[src/rtl/dram_req_bridge_pkg.sv]
// Shared encodings and helpers for the DRAM request bridge.
package dram_req_bridge_pkg;

   typedef enum logic [1:0] {
      StIdle  = 2'd0,
      StIssue = 2'd1,
      StWait  = 2'd2,
      StDone  = 2'd3
   } dram_state_e;

   // Access size codes carried in ctrl[1:0]
   localparam logic [1:0] DszB = 2'd0;
   localparam logic [1:0] DszH = 2'd1;
   localparam logic [1:0] DszW = 2'd2;
   localparam logic [1:0] DszR = 2'd3;

   localparam int unsigned DramTimeoutDef = 256;

   // Half needs an even address, word needs a 4-byte aligned address
   function automatic logic misaligned(input logic [1:0] a, input logic [1:0] size);
      return ((size == DszH) && a[0]) || ((size == DszW) && (a != 2'b00));
   endfunction

endpackage

[src/rtl/dram_lane_align.sv]
// Byte-lane placement for writes and extraction/extension for reads.
module dram_lane_align
   import dram_req_bridge_pkg::*;
(
   input  logic [1:0]  addr,
   input  logic [2:0]  ctrl,
   input  logic [31:0] wdata,
   input  logic [31:0] rdata,
   output logic [3:0]  wstrb,
   output logic [31:0] wdata_al,
   output logic [31:0] rdata_ext,
   output logic        misalign
);

   logic [31:0] rshift;
   logic [15:0] rhalf;

   assign rshift   = rdata >> {addr, 3'b000};
   assign rhalf    = addr[1] ? rdata[31:16] : rdata[15:0];
   assign misalign = misaligned(addr, ctrl[1:0]);

   // Lane selection per access size; reserved size produces nothing
   always_comb begin
      wstrb     = 4'b0000;
      wdata_al  = 32'h0;
      rdata_ext = 32'h0;
      case (ctrl[1:0])
         DszB: begin
            wstrb     = 4'b0001 << addr;
            wdata_al  = {4{wdata[7:0]}};
            rdata_ext = {{24{ctrl[2] & rshift[7]}}, rshift[7:0]};
         end
         DszH: begin
            wstrb     = addr[1] ? 4'b1100 : 4'b0011;
            wdata_al  = {2{wdata[15:0]}};
            rdata_ext = {{16{ctrl[2] & rhalf[15]}}, rhalf};
         end
         DszW: begin
            wstrb     = 4'b1111;
            wdata_al  = wdata;
            rdata_ext = rdata;
         end
         default: ;
      endcase
   end

endmodule

[src/rtl/dram_req_bridge.sv]
// Converts arbiter-side toggle/pulse requests into single-outstanding memory transactions.
module dram_req_bridge
   import dram_req_bridge_pkg::*;
#(
   parameter int unsigned TIMEOUT = DramTimeoutDef
) (
   input  logic        CLK,
   input  logic        RST_X,
   input  logic [31:0] w_dram_addr,
   input  logic [31:0] w_dram_wdata,
   input  logic        w_dram_we_t,
   input  logic        w_dram_le,
   input  logic [2:0]  w_dram_ctrl,
   output logic [31:0] w_dram_odata,
   output logic        w_dram_busy,
   output logic        o_mem_req,
   output logic        o_mem_we,
   output logic [31:0] o_mem_addr,
   output logic [31:0] o_mem_wdata,
   output logic [3:0]  o_mem_wstrb,
   input  logic        i_mem_ack,
   input  logic [31:0] i_mem_rdata,
   output logic        o_err
);

   // Counter value on the last request cycle before giving up
   localparam logic [7:0] TmoLast = 8'(TIMEOUT - 1);

   dram_state_e state_q, state_d;
   logic [31:0] addr_q, addr_d;
   logic [2:0]  ctrl_q, ctrl_d;
   logic [31:0] wdata_q, wdata_d;
   logic        we_q, we_d;
   logic        pend_q, pend_d;
   logic [7:0]  cnt_q, cnt_d;
   logic [31:0] odata_q, odata_d;
   logic        err_q, err_d;
   logic        we_ref_q;

   logic        wr_ev, rd_ev, bad_in, bad_q;
   logic [3:0]  al_wstrb;
   logic [31:0] al_wdata, al_rdata;
   logic        al_misalign;

   dram_lane_align u_align (
      .addr      (addr_q[1:0]),
      .ctrl      (ctrl_q),
      .wdata     (wdata_q),
      .rdata     (i_mem_rdata),
      .wstrb     (al_wstrb),
      .wdata_al  (al_wdata),
      .rdata_ext (al_rdata),
      .misalign  (al_misalign)
   );

   assign wr_ev  = w_dram_we_t != we_ref_q;
   assign rd_ev  = w_dram_le;
   assign bad_in = misaligned(w_dram_addr[1:0], w_dram_ctrl[1:0]) || (w_dram_ctrl[1:0] == DszR);
   assign bad_q  = al_misalign || (ctrl_q[1:0] == DszR);

   assign w_dram_busy  = (state_q != StIdle) || wr_ev || rd_ev;
   assign w_dram_odata = odata_q;
   assign o_err        = err_q;
   assign o_mem_req    = (state_q == StIssue) || (state_q == StWait);
   assign o_mem_we     = we_q;
   assign o_mem_addr   = {addr_q[31:2], 2'b00};
   assign o_mem_wdata  = al_wdata;
   assign o_mem_wstrb  = we_q ? al_wstrb : 4'b0000;

   // Next-state logic: latch in IDLE, wait for ack or timeout, chain a pending read from DONE
   always_comb begin
      state_d = state_q;
      addr_d  = addr_q;
      ctrl_d  = ctrl_q;
      wdata_d = wdata_q;
      we_d    = we_q;
      pend_d  = pend_q;
      cnt_d   = cnt_q;
      odata_d = odata_q;
      err_d   = err_q;
      case (state_q)
         StIdle: begin
            if (wr_ev || rd_ev) begin
               addr_d  = w_dram_addr;
               ctrl_d  = w_dram_ctrl;
               wdata_d = w_dram_wdata;
               we_d    = wr_ev;
               pend_d  = wr_ev && rd_ev;
               cnt_d   = 8'd0;
               if (bad_in) begin
                  err_d   = 1'b1;
                  if (!wr_ev) odata_d = 32'h0;
                  state_d = StDone;
               end else begin
                  state_d = StIssue;
               end
            end
         end
         StIssue, StWait: begin
            if (i_mem_ack) begin
               if (!we_q) odata_d = al_rdata;
               state_d = StDone;
            end else if (cnt_q == TmoLast) begin
               err_d   = 1'b1;
               if (!we_q) odata_d = 32'h0;
               state_d = StDone;
            end else begin
               cnt_d   = cnt_q + 8'd1;
               state_d = StWait;
            end
         end
         StDone: begin
            if (pend_q) begin
               // Pending read reuses the latched address and size
               pend_d = 1'b0;
               we_d   = 1'b0;
               cnt_d  = 8'd0;
               if (bad_q) begin
                  err_d   = 1'b1;
                  odata_d = 32'h0;
                  state_d = StDone;
               end else begin
                  state_d = StIssue;
               end
            end else begin
               state_d = StIdle;
            end
         end
         default: state_d = StIdle;
      endcase
   end

   // State registers with synchronous active-low reset
   always_ff @(posedge CLK) begin
      if (!RST_X) begin
         state_q  <= StIdle;
         addr_q   <= 32'h0;
         ctrl_q   <= 3'b000;
         wdata_q  <= 32'h0;
         we_q     <= 1'b0;
         pend_q   <= 1'b0;
         cnt_q    <= 8'd0;
         odata_q  <= 32'h0;
         err_q    <= 1'b0;
         we_ref_q <= w_dram_we_t;
      end else begin
         state_q  <= state_d;
         addr_q   <= addr_d;
         ctrl_q   <= ctrl_d;
         wdata_q  <= wdata_d;
         we_q     <= we_d;
         pend_q   <= pend_d;
         cnt_q    <= cnt_d;
         odata_q  <= odata_d;
         err_q    <= err_d;
         // Tracks the input even while busy so a dropped toggle never replays
         we_ref_q <= w_dram_we_t;
      end
   end

endmodule

[config.mk]
export PLATFORM = sky130hd
export DESIGN_NAME = dram_req_bridge
export DESIGN_NICKNAME = d
export VERILOG_FILES = /design/src/rtl/dram_req_bridge_pkg.sv /design/src/rtl/dram_lane_align.sv /design/src/rtl/dram_req_bridge.sv
export SDC_FILE = /design/constraint.sdc
export NUM_CORES = 1
export LEC_CHECK = 0
export ABC_AREA = 1
export BUFFER_PORTS_ARGS = -buffer_cell sky130_fd_sc_hd__clkbuf_2
export CAP_MARGIN = 20
export CORE_AREA = 3 3 124 126
export CTS_CLUSTER_SIZE = 28
export DETAILED_ROUTE_END_ITERATION = 16
export DIE_AREA = 0 0 127 129
export PLACE_DENSITY = 0.79
export RECOVER_POWER = 100
export SLEW_MARGIN = 20
export SYNTH_ARGS = -nofsm -noshare
export SYNTH_HDL_FRONTEND = slang
export SYNTH_SLANG_ARGS = --single-unit
[constraint.sdc]
create_clock -name CLK -period 3.5 [get_ports CLK]
set_input_delay 0.7 -clock CLK [delete_from_list [all_inputs] [get_ports CLK]]
set_output_delay 0.7 -clock CLK [all_outputs]
set_load 0.02 [all_outputs]
## Word-level counts from Yosys, hierarchy flattened

Index checks and enable logic that the tools add are counted.

| word-level totals | value |
|---|---|
| register bits | 113 |
| latch bits | 0 |
| RAM bits | 0 |
| bits in read-only memories | 0 |
| memories | 0 |

| operators by class | value |
|---|---|
| add/sub/neg operators | 1 |
| $mul | 0 |
| divide/modulo/power cells | 0 |
| order comparisons | 0 |
| equality and inequality tests | 21 |
| shift-type cells | 2 |
| mux-type cells | 40 |
| bitwise logic cells | 2 |
| reductions and logical operators | 26 |

Operators by type and width:

| kind | number |
|---|---|
| two-way mux 32 bit | 9 |
| one-hot mux 32 bit (3 select lines) | 3 |
| two-way mux 8 bit | 4 |
| >> shifter 32 x 5 -> 8 bit | 1 |
| one-hot mux 8 bit (3 select lines) | 1 |
| != test 2 bit (second input constant) | 9 |
| two-way mux 16 bit | 1 |
| equality test 2 bit (second input constant) | 6 |
| one-hot mux 4 bit (3 select lines) | 1 |
| two-way mux 1 bit | 11 |
| adder 8 x 1 -> 8 bit (second input constant) | 1 |
| equality test 8 bit (second input constant) | 1 |
| logical OR 1 bit | 8 |
| two-way mux 2 bit | 4 |
| two-way mux 4 bit | 2 |
| nonzero test 2 bit | 4 |
| AND reduction 7 bit | 1 |
| equality test 2 x 1 -> 1 bit (second input constant) | 3 |
| one-hot mux 2 bit (3 select lines) | 1 |
| AND reduction 6 bit | 1 |
| logical AND 1 bit | 5 |
| zero test 2 bit | 2 |
| one-hot mux 1 bit (2 select lines) | 2 |
| AND reduction 2 bit | 2 |
| 8 further kinds | 9 |

## Logic depth before layout (Yosys ltp)

| depth | value |
|---|---|
| word-level depth | 7 |
| depth in mapped cells | 13 |

## Cells and area by module

A second synthesis with hierarchy kept.

| unflattened totals | value |
|---|---|
| cell total of the unflattened synthesis | 1034 |
| area, all modules | 6441.2 um^2 |

By module, submodules not included:

| module | times used | cells an instance | area each (um^2) | seq. area each (um^2) |
|---|---|---|---|---|
| dram_req_bridge | 1 | 698 | 4994.8 | 2262.2 |
| dram_lane_align | 1 | 336 | 1446.4 | 0.0 |

## Least setup slack after synthesis

Ideal clock, no wire load.

| path | value |
|---|---|
| kind | register to output |
| start | register ctrl_q[1] |
| end | output o_mem_wdata[10] |
| arrival time | 1.496 ns |
| required time | 2.800 ns |
| slack | 1.304 ns |
| stages on the path, launching flop included | 7 |
| path buffers | 2 |
| path through | dfxtp_1 > buf_2 > nand2_1 > inv_2 > or2_2 > clkbuf_1 > o21ai_0 |

| on the way | value |
|---|---|
| cells in the longest elaborated chain, start to end | 2 |
| elaborated cells between the ends (all ways) | 4 |
| those cells by class | eq/ne (2); mux (1); reduce/logical (1) |

Ends and longest elaborated chain:

| element | RTL line | text |
|---|---|---|
| start, declared | dram_req_bridge.sv:31 | `logic [2:0] ctrl_q, ctrl_d;` |
| start signal, assigned | dram_req_bridge.sv:149 | `ctrl_q <= ctrl_d;` |
| equality test 2 bit (tied with other cells) | dram_lane_align.sv:27 | `case (ctrl[1:0])` |
| one-hot mux 32 bit (3 select lines) * | dram_lane_align.sv:27 |  |
| end, declared | dram_req_bridge.sv:19 | `output logic [31:0] o_mem_wdata,` |

Every way passes the cells marked *; elsewhere a longest branch is shown, timed or not.

## Worst setup path in the final report

| path | value |
|---|---|
| start | register ctrl_q[1] |
| end | output o_mem_wstrb[0] |

| on the way | value |
|---|---|
| cells in the longest elaborated chain, start to end | 3 |
| elaborated cells between the ends (all ways) | 5 |
| those cells by class | eq/ne (2); mux (2); reduce/logical (1) |

Ends and longest elaborated chain:

| element | RTL line | text |
|---|---|---|
| equality test 2 bit (tied with other cells) | dram_lane_align.sv:27 |  |
| one-hot mux 4 bit (3 select lines) * | dram_lane_align.sv:27 |  |
| two-way mux 4 bit * | dram_req_bridge.sv:68 | `assign o_mem_wstrb = we_q ? al_wstrb : 4'b0000;` |
| end, declared | dram_req_bridge.sv:20 | `output logic [3:0] o_mem_wstrb,` |

Marked as above.

==> flow_summary.yaml <==
sta:
  fin_worst_skew_ns: 0.00805
  final-setup-viol-count: 0
  hold_viol: 0
  rsz0062_at_grt: "false"
  min_period_ns: 3.26
  fmax_mhz: 307
  tightest_slew_ns: 0.983
  relSlewSlack_pct: 34.4
  totalNegativeSetupSlack_ns: 0
  post-route-period-util_pct: 93.1
  slew_violations: 0
  layout_setup_ws_ns: 0.243
synth:
  synth_common_cells: "328 x nand2_1, 142 x inv_1, 113 x dfxtp_1"
  synthDominantCellAreaShare_pct: 36.1
  synthFlopType: "dfxtp_1"
  yosysUniqueCellTypes: 33
  ys_async_sr_fraction_pct: 0
  synth.most_common_cell: "nand2_1"
  synth_enable_flop_cells: 0
  synth.avg_cell_area_um2: 6.33
  synth-seq-cells: 113
  synth_area_mm2: 0.00627
  yosysWarnings: 0
  ys_seq_area_share_pct: 36.1
  synth.area.top_cells: "dfxtp_1 36%, nand2_1 20%, inv_1 8.5%"
  synth_area_leader_cell: "dfxtp_1"
  synth_cells: 992
floorplan:
  core_mm2: 0.0144
  design.die.area_mm2: 0.0164
  pin_count: 208
  die_x_um: 127
  start_util_pct: 43.5
  rows: 44
  dieHeight_um: 129
drt:
  wl_mm: 17.6
  num_vias: 6441
  drt_pass1_iterations: 5
  postRouteAntennaNets: 0
  drt_iter0_markers: 378
  wl_per_cell_um: 13.1
  drc: 0
  viasPerCell: 4.82
layout:
  seqCellArea_mm2: 0.00226
  area_growth_pct: 19.2
  fill_cells: 1536
  fin_cells: 1336
  diodes: 0
  multi_input_area_mm2: 0.00288
  drive_above_1_share_pct: 15.0
  nets: 1247
global_routing:
  grtUsageTotal_pct: 21.4
  antenna_found_initial: 0
  grt_pass1_wl_mm: 28.3
  grt_max_degree: 71
  first_global_vias: 6009
  grt_overflow: 0
place:
  hpwlAfterDp_mm: 13.1
  gp_congestion: 0.891
  port_buffers: 205
  dp_cells: 1304
  dp_worst_setup_slack_ns: 0.708
min_path:
  min_path_type: "in2reg"
  holdPathStages: 1
  holdPathEnd: "we_ref_q$_DFF_P_"
  hold_path_startpoint: "w_dram_we_t"
power:
  peakVddDrop_uv: 418
  power_mw: 6.96
  p_leak_nw: 3.69
  cellPowerDensity_mw_per_mm2: 930
critical_path:
  cp_max_fo: 25
  timing.rr.start: "state_q[0]$_SDFFE_PN0P_"
  worstSetupPathType: "reg2out"
  ff2ff_setup_slack_ns: 0.55
  reg2reg_to: "wdata_q[24]$_SDFFE_PN0P_"
  cp.required_ns: 2.80
  end_kind: "primary output"
  rr_worst_depth: 8
  critPathLaunchType: "register"
  arrival_ns: 2.56
clock_network:
  post_cts_resized: 0
  htree_levels: 4
  clock_sinks: 113
  cts_buffer_depth: 2
  postCtsSetupBuffers: 0
  cts_buffers: 17
  clk_latency_ns: 0.41
  clkSlewWorstSetupHoldPaths_ns: 0.06
  holdBufCountCts: 0
  cts_root_buffer: "clkbuf_16"
  tritoncts: "yes"
run_status:
  outcome: "completed"
run:
  maxCapViolCount: 0
-- routing by layer --
layer / share of wire (%) / vias up / global-route usage (%) / routed length [um]
met2: 46 / 270 / 34.8 / 8070
met5: 0 / - / 0 / 0
li1: - / 3326 / - / -
met1: 43 / 2809 / 25.7 / 7530
met4: 2.9 / 0 / 9.91 / 509
met3: 8.3 / 36 / 7.10 / 1450
-- layout make-up --
| type | count | area share [%] |
|---|---|---|
| multi-input cells | 644 | 38.5 |
| flip-flops and latches | 113 | 30.2 |
| repair buffers | 213 | 12.9 |
| inverters | 150 | 7.53 |
| clock buffers | 17 | 5.69 |
| well taps | 184 | 3.08 |
| clock inverters | 15 | 2.09 |
-- worst max-delay path by stage --
stage	slack, ns	cells past startpoint	endpoint	from
floorplan	1.30	6	o_mem_wdata[10]	ctrl_q[1]$_SDFFE_PN0P_
global placement	0.75	9	o_mem_wstrb[0]	ctrl_q[1]$_SDFFE_PN0P_
detailed placement	0.71	9	o_mem_wstrb[0]	ctrl_q[1]$_SDFFE_PN0P_
CTS	0.25	9	o_mem_wstrb[0]	ctrl_q[1]$_SDFFE_PN0P_
global route	0.03	9	o_mem_wstrb[0]	ctrl_q[1]$_SDFFE_PN0P_
finish	0.24	9	o_mem_wstrb[0]	ctrl_q[1]$_SDFFE_PN0P_
-- critical path: stages, from the launching register on --
cell,delay [ns]
dfxtp_1,0.56
inv_2,0.14
nor2_4,0.39
inv_2,0.30
o21ai_2,0.26
inv_1,0.11
nand2_1,0.09
nand2_1,0.08
inv_1,0.06
clkbuf_2,0.16
-- per-stage QoR --
| stage | cell area, um2 | hold WS [ns] | utilization [%] |
|---|---|---|---|
| 4_1_cts | 7630 | 0.398 | 52.9 |
| 3_3_place_gp | 7050 | 0.447 | 48.9 |
| 3_5_place_dp | 7050 | 0.452 | 48.9 |
| 6_report | 7480 | 0.438 | 51.9 |
| 5_1_grt | 7480 | 0.427 | 51.9 |
| 2_1_floorplan | 6280 | 0.429 | - |
-- sequential cells by signal, indices dropped and copies added (netlist names) --
register	count
pend_q	1
we_ref_q	1
w_dram_odata	32
cnt_q	8
wdata_q	32
o_err	1
o_mem_we	1
state_q	2
ctrl_q	3
addr_q	32
-- cells in the final DEF, fill, tap and decap left out, drive strengths merged --
master	synthesis	final
nand3	13	13
dfxtp	113	113
nor3	3	3
a21oi	93	93
clkinv	1	7
o31ai	1	1
clkinvlp	0	2
conb	1	2
o21ai	85	85
nor2	75	75
nand4	1	1
inv	149	154
a22oi	8	8
o22ai	8	8
or2	1	1
o221ai	8	8
ha	4	4
nand2	338	338
clkbuf	19	223
nand3b	1	1
buf	67	7
bufinv	0	2
a31oi	3	3
-- report_power, final --
part	internal (mW)	switching (mW)	total [mW]
logic	0.942	2.36	3.30
clock network	1.05	0.639	1.69
registers	1.72	0.246	1.96
-- cells by family after synthesis --
kind of cell | synth area share, %
simple gates | 27.5
buf+inv | 17.9
other cells | 0.0598
fa+ha+maj | 0.798
compound gates | 17.7
flops | 36.1
Note: power is estimated with default switching activity, not from simulation.
